## src/rtl/hevc_adder_pkg.sv

```systemverilog
// hevc_adder_pkg: shared types and helpers for the reconstruction adder
package hevc_adder_pkg;

    typedef enum logic {IDLE = 1'b0, RUN = 1'b1} state_t;

    localparam logic [1:0] SZ_4  = 2'd0;
    localparam logic [1:0] SZ_8  = 2'd1;
    localparam logic [1:0] SZ_16 = 2'd2;
    localparam logic [1:0] SZ_32 = 2'd3;

    // Samples in a square block minus one: 16 << 2*code, so 15/63/255/1023
    function automatic logic [9:0] block_samples(input logic [1:0] code);
        logic [10:0] n;
        n = 11'd16 << {code, 1'b0};
        return 10'(n - 11'd1);
    endfunction

    // Clamp a 17-bit signed sum into the 16-bit signed range
    function automatic logic [15:0] sat16(input logic signed [16:0] s);
        return (s[16] != s[15]) ? {s[16], {15{~s[16]}}} : s[15:0];
    endfunction

endpackage

```

## src/rtl/flux_block_ctrl.sv

```systemverilog
// flux_block_ctrl: per-flux IDLE/RUN state and remaining-sample counter
module flux_block_ctrl
    import hevc_adder_pkg::*;
#(
    parameter int CNT_WIDTH = 10
) (
    input  logic       clk,
    input  logic       rst_n,
    input  logic       i_load,
    input  logic [1:0] i_code,
    input  logic       i_step,
    output logic       o_in_run,
    output logic       o_last
);

    state_t               r_state;
    logic [CNT_WIDTH-1:0] r_cnt;

    assign o_in_run = (r_state == RUN);
    assign o_last   = (r_cnt == '0);

    // Load the block length on a size pop, count down one per sample pop
    always_ff @(posedge clk) begin
        if (!rst_n) begin
            r_state <= IDLE;
            r_cnt   <= '0;
        end else if (i_load) begin
            r_state <= RUN;
            r_cnt   <= CNT_WIDTH'(block_samples(i_code));
        end else if (i_step) begin
            r_state <= o_last ? IDLE : RUN;
            r_cnt   <= o_last ? '0 : r_cnt - CNT_WIDTH'(1);
        end
    end

endmodule

```

## src/rtl/residual_adder.sv

```systemverilog
// residual_adder: per-flux prediction + residual reconstruction with saturation
module residual_adder
    import hevc_adder_pkg::*;
#(
    parameter int FLUX            = 2,
    parameter int DATA_WIDTH_PRED = 8,
    parameter int DATA_WIDTH_RES  = 16,
    parameter int TAG_WIDTH       = (FLUX > 1) ? $clog2(FLUX) : 1,
    parameter int CNT_WIDTH       = 10
) (
    input  logic                                      clk,
    input  logic                                      rst_n,
    input  logic [FLUX*(TAG_WIDTH+2)-1:0]             i_size_dout,
    input  logic [FLUX-1:0]                           i_size_empty,
    output logic [FLUX-1:0]                           o_size_read,
    input  logic [FLUX*(TAG_WIDTH+DATA_WIDTH_PRED)-1:0] i_pred_dout,
    input  logic [FLUX-1:0]                           i_pred_empty,
    output logic [FLUX-1:0]                           o_pred_read,
    input  logic [FLUX*(TAG_WIDTH+DATA_WIDTH_RES)-1:0] i_res_dout,
    input  logic [FLUX-1:0]                           i_res_empty,
    output logic [FLUX-1:0]                           o_res_read,
    output logic [TAG_WIDTH+DATA_WIDTH_RES-1:0]       o_sum_din,
    output logic                                      o_sum_write,
    input  logic [FLUX-1:0]                           i_sum_full
);

    localparam int SW = TAG_WIDTH + 2;
    localparam int PW = TAG_WIDTH + DATA_WIDTH_PRED;
    localparam int RW = TAG_WIDTH + DATA_WIDTH_RES;

    logic [FLUX-1:0]                w_in_run;
    logic [FLUX-1:0]                w_elig;
    logic [FLUX-1:0]                w_unused_last;
    logic [FLUX-1:0]                w_unused_tag;
    logic [FLUX-1:0]                w_onehot;
    logic [TAG_WIDTH-1:0]           w_tag;
    logic                           w_any;
    logic                           w_go;
    logic                           w_win_run;
    logic [DATA_WIDTH_PRED-1:0]     w_pred;
    logic [DATA_WIDTH_RES-1:0]      w_res;
    logic signed [DATA_WIDTH_RES:0] w_sum;

    // Fixed priority: the lowest-index eligible flux wins the cycle
    always_comb begin
        w_any = 1'b0;
        w_tag = '0;
        for (int i = FLUX - 1; i >= 0; i--) begin
            if (w_elig[i]) begin
                w_any = 1'b1;
                w_tag = TAG_WIDTH'(i);
            end
        end
    end

    assign w_go      = w_any & rst_n;
    assign w_win_run = w_in_run[w_tag];
    assign w_onehot  = FLUX'(1) << w_tag;
    assign w_pred    = i_pred_dout[w_tag*PW +: DATA_WIDTH_PRED];
    assign w_res     = i_res_dout[w_tag*RW +: DATA_WIDTH_RES];
    assign w_sum     = {{(DATA_WIDTH_RES + 1 - DATA_WIDTH_PRED){1'b0}}, w_pred}
                     + {w_res[DATA_WIDTH_RES-1], w_res};

    assign o_size_read = (w_go & ~w_win_run) ? w_onehot : '0;
    assign o_pred_read = (w_go &  w_win_run) ? w_onehot : '0;
    assign o_res_read  = (w_go &  w_win_run) ? w_onehot : '0;
    assign o_sum_write = w_go & w_win_run;
    assign o_sum_din   = o_sum_write ? {w_tag, sat16(w_sum)} : '0;

    genvar g;
    generate
        for (g = 0; g < FLUX; g++) begin : g_flux
            // Idle fluxes want a size token; running ones need both samples and sink room
            assign w_elig[g] = w_in_run[g]
                             ? (~i_pred_empty[g] & ~i_res_empty[g] & ~i_sum_full[g])
                             : ~i_size_empty[g];
            // Incoming tags are implied by the per-flux lane and not otherwise needed
            assign w_unused_tag[g] = ^{i_size_dout[g*SW+2 +: TAG_WIDTH],
                                       i_pred_dout[g*PW+DATA_WIDTH_PRED +: TAG_WIDTH],
                                       i_res_dout[g*RW+DATA_WIDTH_RES +: TAG_WIDTH]};
            flux_block_ctrl #(.CNT_WIDTH(CNT_WIDTH)) u_ctrl (
                .clk      (clk),
                .rst_n    (rst_n),
                .i_load   (o_size_read[g]),
                .i_code   (i_size_dout[g*SW +: 2]),
                .i_step   (o_pred_read[g]),
                .o_in_run (w_in_run[g]),
                .o_last   (w_unused_last[g])
            );
        end
    endgenerate

endmodule
```

## config.mk

```make
export PLATFORM = sky130hd
export DESIGN_NAME = residual_adder
export DESIGN_NICKNAME = d
export VERILOG_FILES = /design/src/rtl/hevc_adder_pkg.sv /design/src/rtl/flux_block_ctrl.sv /design/src/rtl/residual_adder.sv
export SDC_FILE = /design/constraint.sdc
export NUM_CORES = 1
export LEC_CHECK = 0
export BUFFER_PORTS_ARGS = -buffer_cell sky130_fd_sc_hd__buf_2
export CAP_MARGIN = 20
export CORE_MARGIN = 4
export CORE_UTILIZATION = 55
export DETAILED_ROUTE_END_ITERATION = 6
export HOLD_SLACK_MARGIN = 0.15
export PLACE_DENSITY = 0.88
export SLEW_MARGIN = 20
export SYNTH_ARGS = -nofsm -noshare
export SYNTH_HDL_FRONTEND = slang
export SYNTH_SLANG_ARGS = --single-unit
```

## constraint.sdc

```tcl
create_clock -name clk -period 9.5 [get_ports clk]
set_input_delay 0.475 -clock clk [delete_from_list [all_inputs] [get_ports clk]]
set_output_delay 0.475 -clock clk [all_outputs]
set_load 0.01 [all_outputs]
```

# After elaboration in Yosys (flattened, before gate mapping)
# Cells that the tools add are included.
[word_totals]
out_inout_bits = 24
input_bits = 68
wordCells = 62
reg_bits = 22
[classes]
mux = 23
multipliers = 2
n_eq_ne = 1
n_bitwise = 17
n_reduce_logical = 4
addsub = 5
shift = 5
n_lt_le_gt_ge = 1
[ops]
columns = ["cell", "count"]
rows = [
  ["$mux 10", 6],
  ["$sub 10x1->10 const B", 4],
  ["$shiftx 34x7->16", 1],
  ["$logic_not 10->1", 2],
  ["$shl 5x3->10 const A", 2],
  ["$shiftx 18x6->8", 1],
  ["$add 9x16->17", 1],
  ["$mux 17", 1],
  ["$mux 16", 1],
  ["$mux 1", 13],
  ["$not 1->1", 10],
  ["$and 1x1->1", 7],
  ["$mul 1x5->6 const B", 1],
  ["$mul 1x4->5 const B", 1],
  ["$mux 2", 2],
  ["$reduce_bool 2->1", 2],
  ["$lt 1x2->1 const B", 1],
  ["$shl 1x1->2 const A", 1],
  ["$ne 1x1->1", 1],
]

# Longest topological paths before layout
# Gate-level depths: netlist of the first run.
[depth]
ltp_word = 12
ltp_mapped = 22
ltp_nobuf = 17

# By module
# A second synthesis of the first run with hierarchy kept.
[hier_totals]
hier_cells = 324
area_unflattened_um2 = 2542.4
[by_module_without_submodules]
columns = ["module", "cells_each", "area_per_inst_um2", "instances"]
rows = [
  ["flux_block_ctrl", 79, 659.4, 2],
  ["residual_adder", 166, 1223.7, 1],
]

# Worst setup path after synthesis of the first run
# No wires, ideal clock.
[synth_timing]
path_kind = "input to output"
from = "input i_res_empty[0]"
to = "output o_sum_din[10]"
arrival_ps = 4556
stages = 20
path_buffers = 4
setup_slack_ps = 4469
cell_sequence = "or4b_4 -> o221ai_1 -> buf_2 -> buf_2 -> buf_1 -> nand2_1 -> nand2_1 -> ha_1 -> o21ai_0 -> o211ai_1 -> a31oi_1 -> nor3_1 -> xnor2_1 -> mux2i_1 -> ha_1 -> o21ai_0 -> a2bb2oi_2 -> or2_1 -> buf_2 -> o21ai_0"
[synth_between]
elab_chain_len = 11
elab_cells_between_ends = 19
[synth_rtl]
columns = ["element", "line_no", "text"]
rows = [
  ["start, declared", "residual_adder.sv:20", "input logic [FLUX-1:0] i_res_empty,"],
  ["$not 1->1 *", "residual_adder.sv:75", "? (~i_pred_empty[g] & ~i_res_empty[g] & ~i_sum_full[g])"],
  ["$and 1x1->1 * (2 in series)", "residual_adder.sv:75", ""],
  ["$mux 1 *", "residual_adder.sv:75", ""],
  ["$mux 1", "residual_adder.sv:49", "if (w_elig[i]) begin"],
  ["$mul 1x5->6 / $mul 1x4->5 (equally long branches)", "residual_adder.sv:60, residual_adder.sv:59", ""],
  ["$shiftx 34x7->16 / $shiftx 18x6->8 (equally long branches)", "residual_adder.sv:60, residual_adder.sv:59", ""],
  ["$add 9x16->17", "residual_adder.sv:62", "+ {w_res[DATA_WIDTH_RES-1], w_res};"],
  ["$ne 1x1->1 / $not 1->1 (equally long branches)", "hevc_adder_pkg.sv:20", "return (s[16] != s[15]) ? {s[16], {15{~s[16]}}} : s[15:0];"],
  ["$mux 16", "hevc_adder_pkg.sv:20", ""],
  ["$mux 17 *", "residual_adder.sv:68", "assign o_sum_din = o_sum_write ? {w_tag, sat16(w_sum)} : '0;"],
  ["end, declared", "residual_adder.sv:22", "output logic [TAG_WIDTH+DATA_WIDTH_RES-1:0] o_sum_din,"],
]
# Mark *: on every way between the ends. The rest lies on a longest branch, timed or not. The select of a mux whose other input is x is not followed.

# Final worst setup path of the first run
[layout_timing]
from = "register g_flux[1].u_ctrl.r_state"
to = "output o_sum_din[12]"
[layout_between]
elab_chain_len = 9
elab_cells_between_ends = 17
[layout_rtl]
columns = ["element", "line_no", "text"]
rows = [
  ["start, declared", "flux_block_ctrl.sv:16", "state_t r_state;"],
  ["start signal, assigned", "flux_block_ctrl.sv:31", "r_state <= o_last ? IDLE : RUN;"],
  ["$mux 1", "residual_adder.sv:75", ""],
  ["$mux 1 (2 in series)", "residual_adder.sv:49", ""],
  ["$mul 1x5->6 / $mul 1x4->5 (equally long branches)", "residual_adder.sv:60, residual_adder.sv:59", ""],
  ["$shiftx 34x7->16 / $shiftx 18x6->8 (equally long branches)", "residual_adder.sv:60, residual_adder.sv:59", ""],
  ["$add 9x16->17", "residual_adder.sv:62", ""],
  ["$ne 1x1->1 / $not 1->1 (equally long branches)", "hevc_adder_pkg.sv:20", ""],
  ["$mux 16", "hevc_adder_pkg.sv:20", ""],
  ["$mux 17 *", "residual_adder.sv:68", ""],
]
# Marks and branches as above.

==> results.cfg, run 1 <==
[logic_synthesis]
number_of_enable_flip_flop_cells_after_synthesis = 0
synth.top_cells.by_area = sky130_fd_sc_hd__dfxtp_1, sky130_fd_sc_hd__nand2_1, sky130_fd_sc_hd__ha_1, sky130_fd_sc_hd__a21oi_1, sky130_fd_sc_hd__o21ai_0
syn-cell-area_um2 = 2620
syn-instance-count = 377
synth_top_area_share_pct = 16.8
synthesis.area_per_instance_um2 = 6.96
synthArstFlopShare_pct = 0
yosysUniqueCellTypes = 56
synth-main-ff-cell = sky130_fd_sc_hd__dfxtp_1
syn_nets = 460
synth_seq_area_share_pct = 16.8
ys_seq_elements = 22
synth_warn = 0
synth_top_area_cell = sky130_fd_sc_hd__dfxtp_1

[worst_setup_path]
slowest_stage = sky130_fd_sc_hd__o221a_2
critPathTopFamily = compound AO/OA/AOI/OAI gates
regToRegEndpoint = g_flux[1].u_ctrl.r_cnt[3]
slowest_delay_ns = 0.88
r2r_start = g_flux[1].u_ctrl.r_cnt[0]
critical_path_class = flop to primary output
ff_to_ff_setup_slack_ns = 6.72
worstSetupEndpointType = primary output
start_kind = flop
required_time_at_the_endpoint_of_the_critical_path_ns = 9.03
cp.buffers_inverters = 1
cp.arrival_ns = 5.77
worst_reg_to_reg_path_cell_count = 8
timing.critical_path.cells = nor4b_2 -> o221a_2 -> nand2_1 -> nand2_1 -> ha_1 -> a211oi_1 -> o211ai_1 -> a31oi_1 -> nor3_1 -> xnor2_1 -> mux2i_1 -> ha_1 -> o21ai_0 -> a2bb2oi_2 -> or2_1 -> o211ai_1 -> buf_2
critPathMaxFanout = 42

[cells_and_area]
final_cells = 494
final_core_util_pct = 68.1
layout.nets = 526
postLayoutCellArea_um2 = 3050
final_common_cell = sky130_fd_sc_hd__buf_2
num_antenna_cells = 0
syn2layout_area_growth_pct = 16.2
layout.cells.most_common_list = sky130_fd_sc_hd__buf_2, sky130_fd_sc_hd__nand2_1, sky130_fd_sc_hd__nor2_1, sky130_fd_sc_hd__a21oi_1, sky130_fd_sc_hd__dfxtp_1
layout-drive-gt1-share_pct = 24.9

[cts]
clock_sinks = 22
insertion_delay_ns = 0.26
cts_tree = built
cts.repair_timing.setup_buffer_count = 0
clock_tree.htree_level_count = 1
worst_setup_hold_path_clk_slew_ns = 0.08
max-clock-path-buffers = 2
cts_hold_repair.buffers = 0
clock_tree.root_cell = sky130_fd_sc_hd__clkbuf_8
cts_inserted_buffers = 3
cts_resized = 0

[sta]
finalCritPeriodShare_pct = 65.8
final.setup.worst_slack_ns = 3.25
final_period_demand_of_the_worst_path_ns = 6.25
timing.final.setup_violations = 0
timing.max_slew.rel_slack_pct = 41.1
final-max-slew-violation-count = 0
fmaxAchievable_mhz = 160
hold_ws_ns = 0.504
rsz0062_at_grt = false
setup_tns_ns = 0
worst_slew_pin_slew_ns = 0.884
timing.clock.skew_ns = 0.00488
timing_hold_violations_final = 0

[worst_hold_path]
hold_path_end = g_flux[1].u_ctrl.r_cnt[9]
hold_depth = 2
hold_path.startpoint = g_flux[1].u_ctrl.r_cnt[9]
worst_hold_path_type = flop to flop

[global_routing]
antenna_found_initial = 0
pin_count_of_the_biggest_net_entering_global_routing = 43
grt-ovfl-total = 0
first_pass_grt_wire_length_um = 11600
first_global_vias = 2635
grt.total_usage_pct = 22.6

[route]
number_of_drc_violations_after_detailed_routing_iteration_0 = 195
drt-pass1-iter-count = 5
vias = 2954
detail_route.drc_violations = 0
antenna_left = 0
vias_per_cell = 5.98
wirelength_um = 6950
detail_route.wl_per_cell_um = 14.1

[floorplanning]
die_area_um2 = 5940
floorplan.io_pins = 92
placement_row_count = 24
core_area_um2 = 4470
die_width_um = 77.1
floorplan.initialDensity_pct = 58.6
die_height_um = 77.1

[placed_design]
io_buffers = 85
instance_area_after_placement_um2 = 2990
place_congestion = 0.927
place_ws_ns = 3.63
place.detailed.instances = 490
place.detailed.hpwl_um = 5260

[pwr]
power.density_cell_area_nw_per_um2 = 121
leakage_nw = 1.47
peakVddDrop_v = 0.0000631
power.total_uw = 368

[job]
timing.max_cap.violations = 0

[status]
outcome = finished clean
-- tightest hold or removal path: stages, from the launching register on --
cell and delay, ns:
sky130_fd_sc_hd__dfxtp_1 0.35, sky130_fd_sc_hd__inv_1 0.06, sky130_fd_sc_hd__a21oi_1 0.05
-- Yosys cell counts, types with 7 or more instances --
| library cell | number |
|---|---|
| sky130_fd_sc_hd__nand3_1 | 14 |
| sky130_fd_sc_hd__clkbuf_1 | 11 |
| sky130_fd_sc_hd__a21oi_1 | 24 |
| sky130_fd_sc_hd__nor3_1 | 21 |
| sky130_fd_sc_hd__o21ai_0 | 23 |
| sky130_fd_sc_hd__mux2i_1 | 9 |
| sky130_fd_sc_hd__inv_1 | 14 |
| sky130_fd_sc_hd__nand2_1 | 69 |
| sky130_fd_sc_hd__dfxtp_1 | 22 |
| sky130_fd_sc_hd__ha_1 | 14 |
| sky130_fd_sc_hd__nor2b_1 | 9 |
| sky130_fd_sc_hd__xnor2_1 | 7 |
| sky130_fd_sc_hd__buf_4 | 7 |
| sky130_fd_sc_hd__nor2_1 | 27 |
-- routing by layer --
layer / vias to the layer above / global-route usage (%) / part of all wire, %
met2: 127 / 40.0 / 48
met3: 6 / 3.98 / 7.8
met5: - / 0 / 0
li1: 1484 / - / -
met1: 1337 / 28.7 / 44
met4: 0 / 4.45 / 0.62
-- how the worst max path moves through the flow --
stage / endpoint / cells after the start / slack (ns) / startpoint
floorplan: o_sum_din[10] / 20 / 4.47 / i_res_empty[0]
global placement: o_sum_din[12] / 17 / 3.74 / g_flux[1].u_ctrl.o_in_run
detailed placement: o_sum_din[12] / 17 / 3.63 / g_flux[1].u_ctrl.o_in_run
CTS: o_sum_din[12] / 17 / 3.32 / g_flux[1].u_ctrl.o_in_run
global route: o_sum_din[12] / 17 / 2.68 / g_flux[1].u_ctrl.o_in_run
finish: o_sum_din[12] / 17 / 3.25 / g_flux[1].u_ctrl.o_in_run
-- kinds of logic after synthesis --
group	after synthesis	share of synthesized area, %
AO/OA/AOI/OAI	94	24.1
adder cells (fa/ha/maj)	15	7.44
multiplexers	13	5.72
flip-flops	22	16.8
XOR/XNOR	13	4.34
buffers and inverters	39	7.11
AND/OR/NAND/NOR	181	34.5
-- registers in the layout, indices dropped and copies added (netlist names) --
register	count
g_flux.u_ctrl.o_in_run	2
g_flux.u_ctrl.r_cnt	20
-- area by class of cell --
| class | instances | area [um2] |
|---|---|---|
| clock buffers | 4 | 55.1 |
| fillers | 377 | 1430 |
| inverters | 14 | 52.6 |
| multi-input cells | 316 | 2000 |
| flip-flops and latches | 22 | 440 |
| well taps | 52 | 65.1 |
| repair buffers | 86 | 433 |
-- power by group --
group          internal [mW]  total (mW)  switching [mW]
registers              0.101       0.114          0.0130
clock network         0.0370      0.0679          0.0309
logic                 0.0787       0.185           0.107
(Power assumes the default switching activity.)
==> inputs of run 2 (changes only) <==
--- a/config.mk
+++ b/config.mk
@@ -8,10 +8,10 @@
 export BUFFER_PORTS_ARGS = -buffer_cell sky130_fd_sc_hd__buf_2
 export CAP_MARGIN = 20
 export CORE_MARGIN = 4
-export CORE_UTILIZATION = 55
+export CORE_UTILIZATION = 51
 export DETAILED_ROUTE_END_ITERATION = 6
 export HOLD_SLACK_MARGIN = 0.15
-export PLACE_DENSITY = 0.88
+export PLACE_DENSITY = 0.82
 export SLEW_MARGIN = 20
 export SYNTH_ARGS = -nofsm -noshare
 export SYNTH_HDL_FRONTEND = slang
==> constraint.sdc (replaced) <==
create_clock -name clk -period 6.5 [get_ports clk]
set_input_delay 0.325 -clock clk [delete_from_list [all_inputs] [get_ports clk]]
set_output_delay 0.325 -clock clk [all_outputs]
set_load 0.01 [all_outputs]
==> run 2 against run 1 <==
Critical path type unchanged. Cell count grew 3.6%. Clock skew is essentially flat. Clock power grew 44%.
==> results.cfg, run 2 (same netlist as run 1, synthesis figures left out) <==
[route]
detail_route.wl_per_cell_um = 12.9
number_of_drc_violations_after_detailed_routing_iteration_0 = 146
detail_route.drc_violations = 0
antenna_left = 0
vias_per_cell = 5.73
vias = 2936
wirelength_um = 6590
drt-pass1-iter-count = 4

[sta]
finalCritPeriodShare_pct = 86.8
setup_tns_ns = 0
timing.clock.skew_ns = 0.00487
timing.final.setup_violations = 0
final_period_demand_of_the_worst_path_ns = 5.64
worst_slew_pin_slew_ns = 1.03
timing_hold_violations_final = 0
final-max-slew-violation-count = 0
fmaxAchievable_mhz = 177
rsz0062_at_grt = false
timing.max_slew.rel_slack_pct = 30.3

[cts]
cts.repair_timing.setup_buffer_count = 0
worst_setup_hold_path_clk_slew_ns = 0.08
cts_resized = 0
insertion_delay_ns = 0.26
cts_inserted_buffers = 3
max-clock-path-buffers = 2
clock_sinks = 22
clock_tree.root_cell = sky130_fd_sc_hd__clkbuf_8
cts_hold_repair.buffers = 0
cts_tree = built
clock_tree.htree_level_count = 1

[worst_setup_path]
r2r_start = g_flux[1].u_ctrl.r_cnt[0]
cp.buffers_inverters = 1
timing.critical_path.cells = or4b_4 -> o221a_2 -> nand2_1 -> nand2_1 -> ha_1 -> a211oi_1 -> o211ai_1 -> a31oi_1 -> nor3_1 -> xnor2_1 -> mux2i_1 -> ha_1 -> o21ai_0 -> a2bb2oi_2 -> or2_1 -> o21ai_0 -> buf_2
critical_path_class = flop to primary output
critPathTopFamily = compound AO/OA/AOI/OAI gates
worstSetupEndpoint = o_sum_din[9]
worst_reg_to_reg_path_cell_count = 8
worstSetupEndpointType = primary output
critical_path_depth = 17
slowest_delay_ns = 0.63
slowest_stage = sky130_fd_sc_hd__dfxtp_1
ff_to_ff_setup_slack_ns = 3.77
required_time_at_the_endpoint_of_the_critical_path_ns = 6.17
setup.worst_path.start = g_flux[0].u_ctrl.o_in_run
regToRegEndpoint = g_flux[1].u_ctrl.r_cnt[3]
critPathMaxFanout = 27
start_kind = flop
cp.arrival_ns = 5.32

[global_routing]
grt.total_usage_pct = 21.1
pin_count_of_the_biggest_net_entering_global_routing = 31
first_global_vias = 2674
grt-ovfl-total = 0
antenna_found_initial = 0
first_pass_grt_wire_length_um = 11100

[pwr]
cellInternalPower_uw = 318
power_frac_comb_pct = 50.6
p_switching_uw = 213
power_frac_seq_pct = 30.9
leakage_nw = 1.48
power.total_uw = 532
peakVddDrop_v = 0.0000878
clockPowerShare_pct = 18.5
power.density_cell_area_nw_per_um2 = 172
power_switching_share_pct = 40.1

[floorplanning]
die_height_um = 79.7
floorplan.io_pins = 92
floorplan.initialDensity_pct = 54.1
core_area_um2 = 4850
die_width_um = 79.7
die_area_um2 = 6360
placement_row_count = 25

[cells_and_area]
num_antenna_cells = 0
layout.cells.most_common_list = sky130_fd_sc_hd__buf_2, sky130_fd_sc_hd__nand2_1, sky130_fd_sc_hd__nor2_1, sky130_fd_sc_hd__a21oi_1, sky130_fd_sc_hd__o21ai_0
layout-drive-gt1-share_pct = 25.4
final_common_cell = sky130_fd_sc_hd__buf_2
final_core_util_pct = 63.7
largest_register_ffs = 20
layout.nets = 529
syn2layout_area_growth_pct = 17.8
largest_register = g_flux.u_ctrl.r_cnt

[placed_design]
place_congestion = 0.893
io_buffers = 85
place.detailed.hpwl_um = 5200

[status]
outcome = finished clean

[job]
timing.max_cap.violations = 0

[worst_hold_path]
hold_path.startpoint = i_sum_full[0]
worst_hold_path_type = primary input to flop
run 2: cell types whose count changed in the layout (fill, tap and decap cells not counted), sizes merged:
cell  change
buf       +3
run 2: how the worst min path moves through the flow:
| stage | cells after the start | slack, ns | endpoint |
|---|---|---|---|
| 6_report | 5 | 0.48 | g_flux[0].u_ctrl.o_in_run |
| 5_1_grt | 3 | 0.50 | g_flux[0].u_ctrl.r_cnt[0] |
| 4_1_cts | 5 | 0.47 | g_flux[0].u_ctrl.o_in_run |
| 3_5_place_dp | 2 | 0.50 | g_flux[1].u_ctrl.r_cnt[9] |
| 3_3_place_gp | 2 | 0.49 | g_flux[1].u_ctrl.r_cnt[9] |
| 2_1_floorplan | 2 | 0.46 | g_flux[1].u_ctrl.r_cnt[9] |
run 2: worst reg2reg max path, delay by kind of cell, from the launching register on:
kind | cells | cell delay (ns)
buffers and inverters | 1 | 0.09
adders and majority gates | 1 | 0.20
DFF | 1 | 0.34
AOI/OAI and AO/OA | 2 | 0.39
and+or+nand+nor | 4 | 1.60
run 2: final cells by class:
class | instances | area (um2)
flip-flops and latches | 22 | 440
inverters | 14 | 52.6
fillers | 450 | 1760
clock buffers | 4 | 55.1
multi-input cells | 316 | 2000
well taps | 67 | 83.8
repair buffers | 89 | 455
run 2: stage by stage:
step           setup WS (ns)  hold WS [ns]  std cells  instance area [um2]
6_report               0.857         0.482        512                 3090
4_1_cts                0.846         0.473        512                 3090
5_1_grt                0.373         0.500        512                 3090
3_3_place_gp            1.32         0.487        508                 3040
2_1_floorplan           1.77         0.461        377                 2620
3_5_place_dp            1.16         0.497        508                 3040
run 2: power by group through the flow:
stage | Sequential [mW] | Clock [mW] | Combinational (mW)
after global routing | 0.168 | 0.107 | 0.306
final | 0.165 | 0.0981 | 0.269
after CTS | 0.164 | 0.101 | 0.268
after detailed placement | 0.168 | 0 | 0.266
after floorplan | 0.163 | 0 | 0.206
after global placement | 0.167 | 0 | 0.262
run 2: per-layer routing:
metal / part of all wire, % / global-route usage, % / wire, um / up-vias
met4: 0.85 / 9.11 / 56 / 0
li1: - / - / - / 1496
met2: 50 / 37.1 / 3270 / 78
met3: 4.4 / 1.58 / 292 / 4
met1: 45 / 26.2 / 2970 / 1358
met5: 0 / 0 / 0 / -
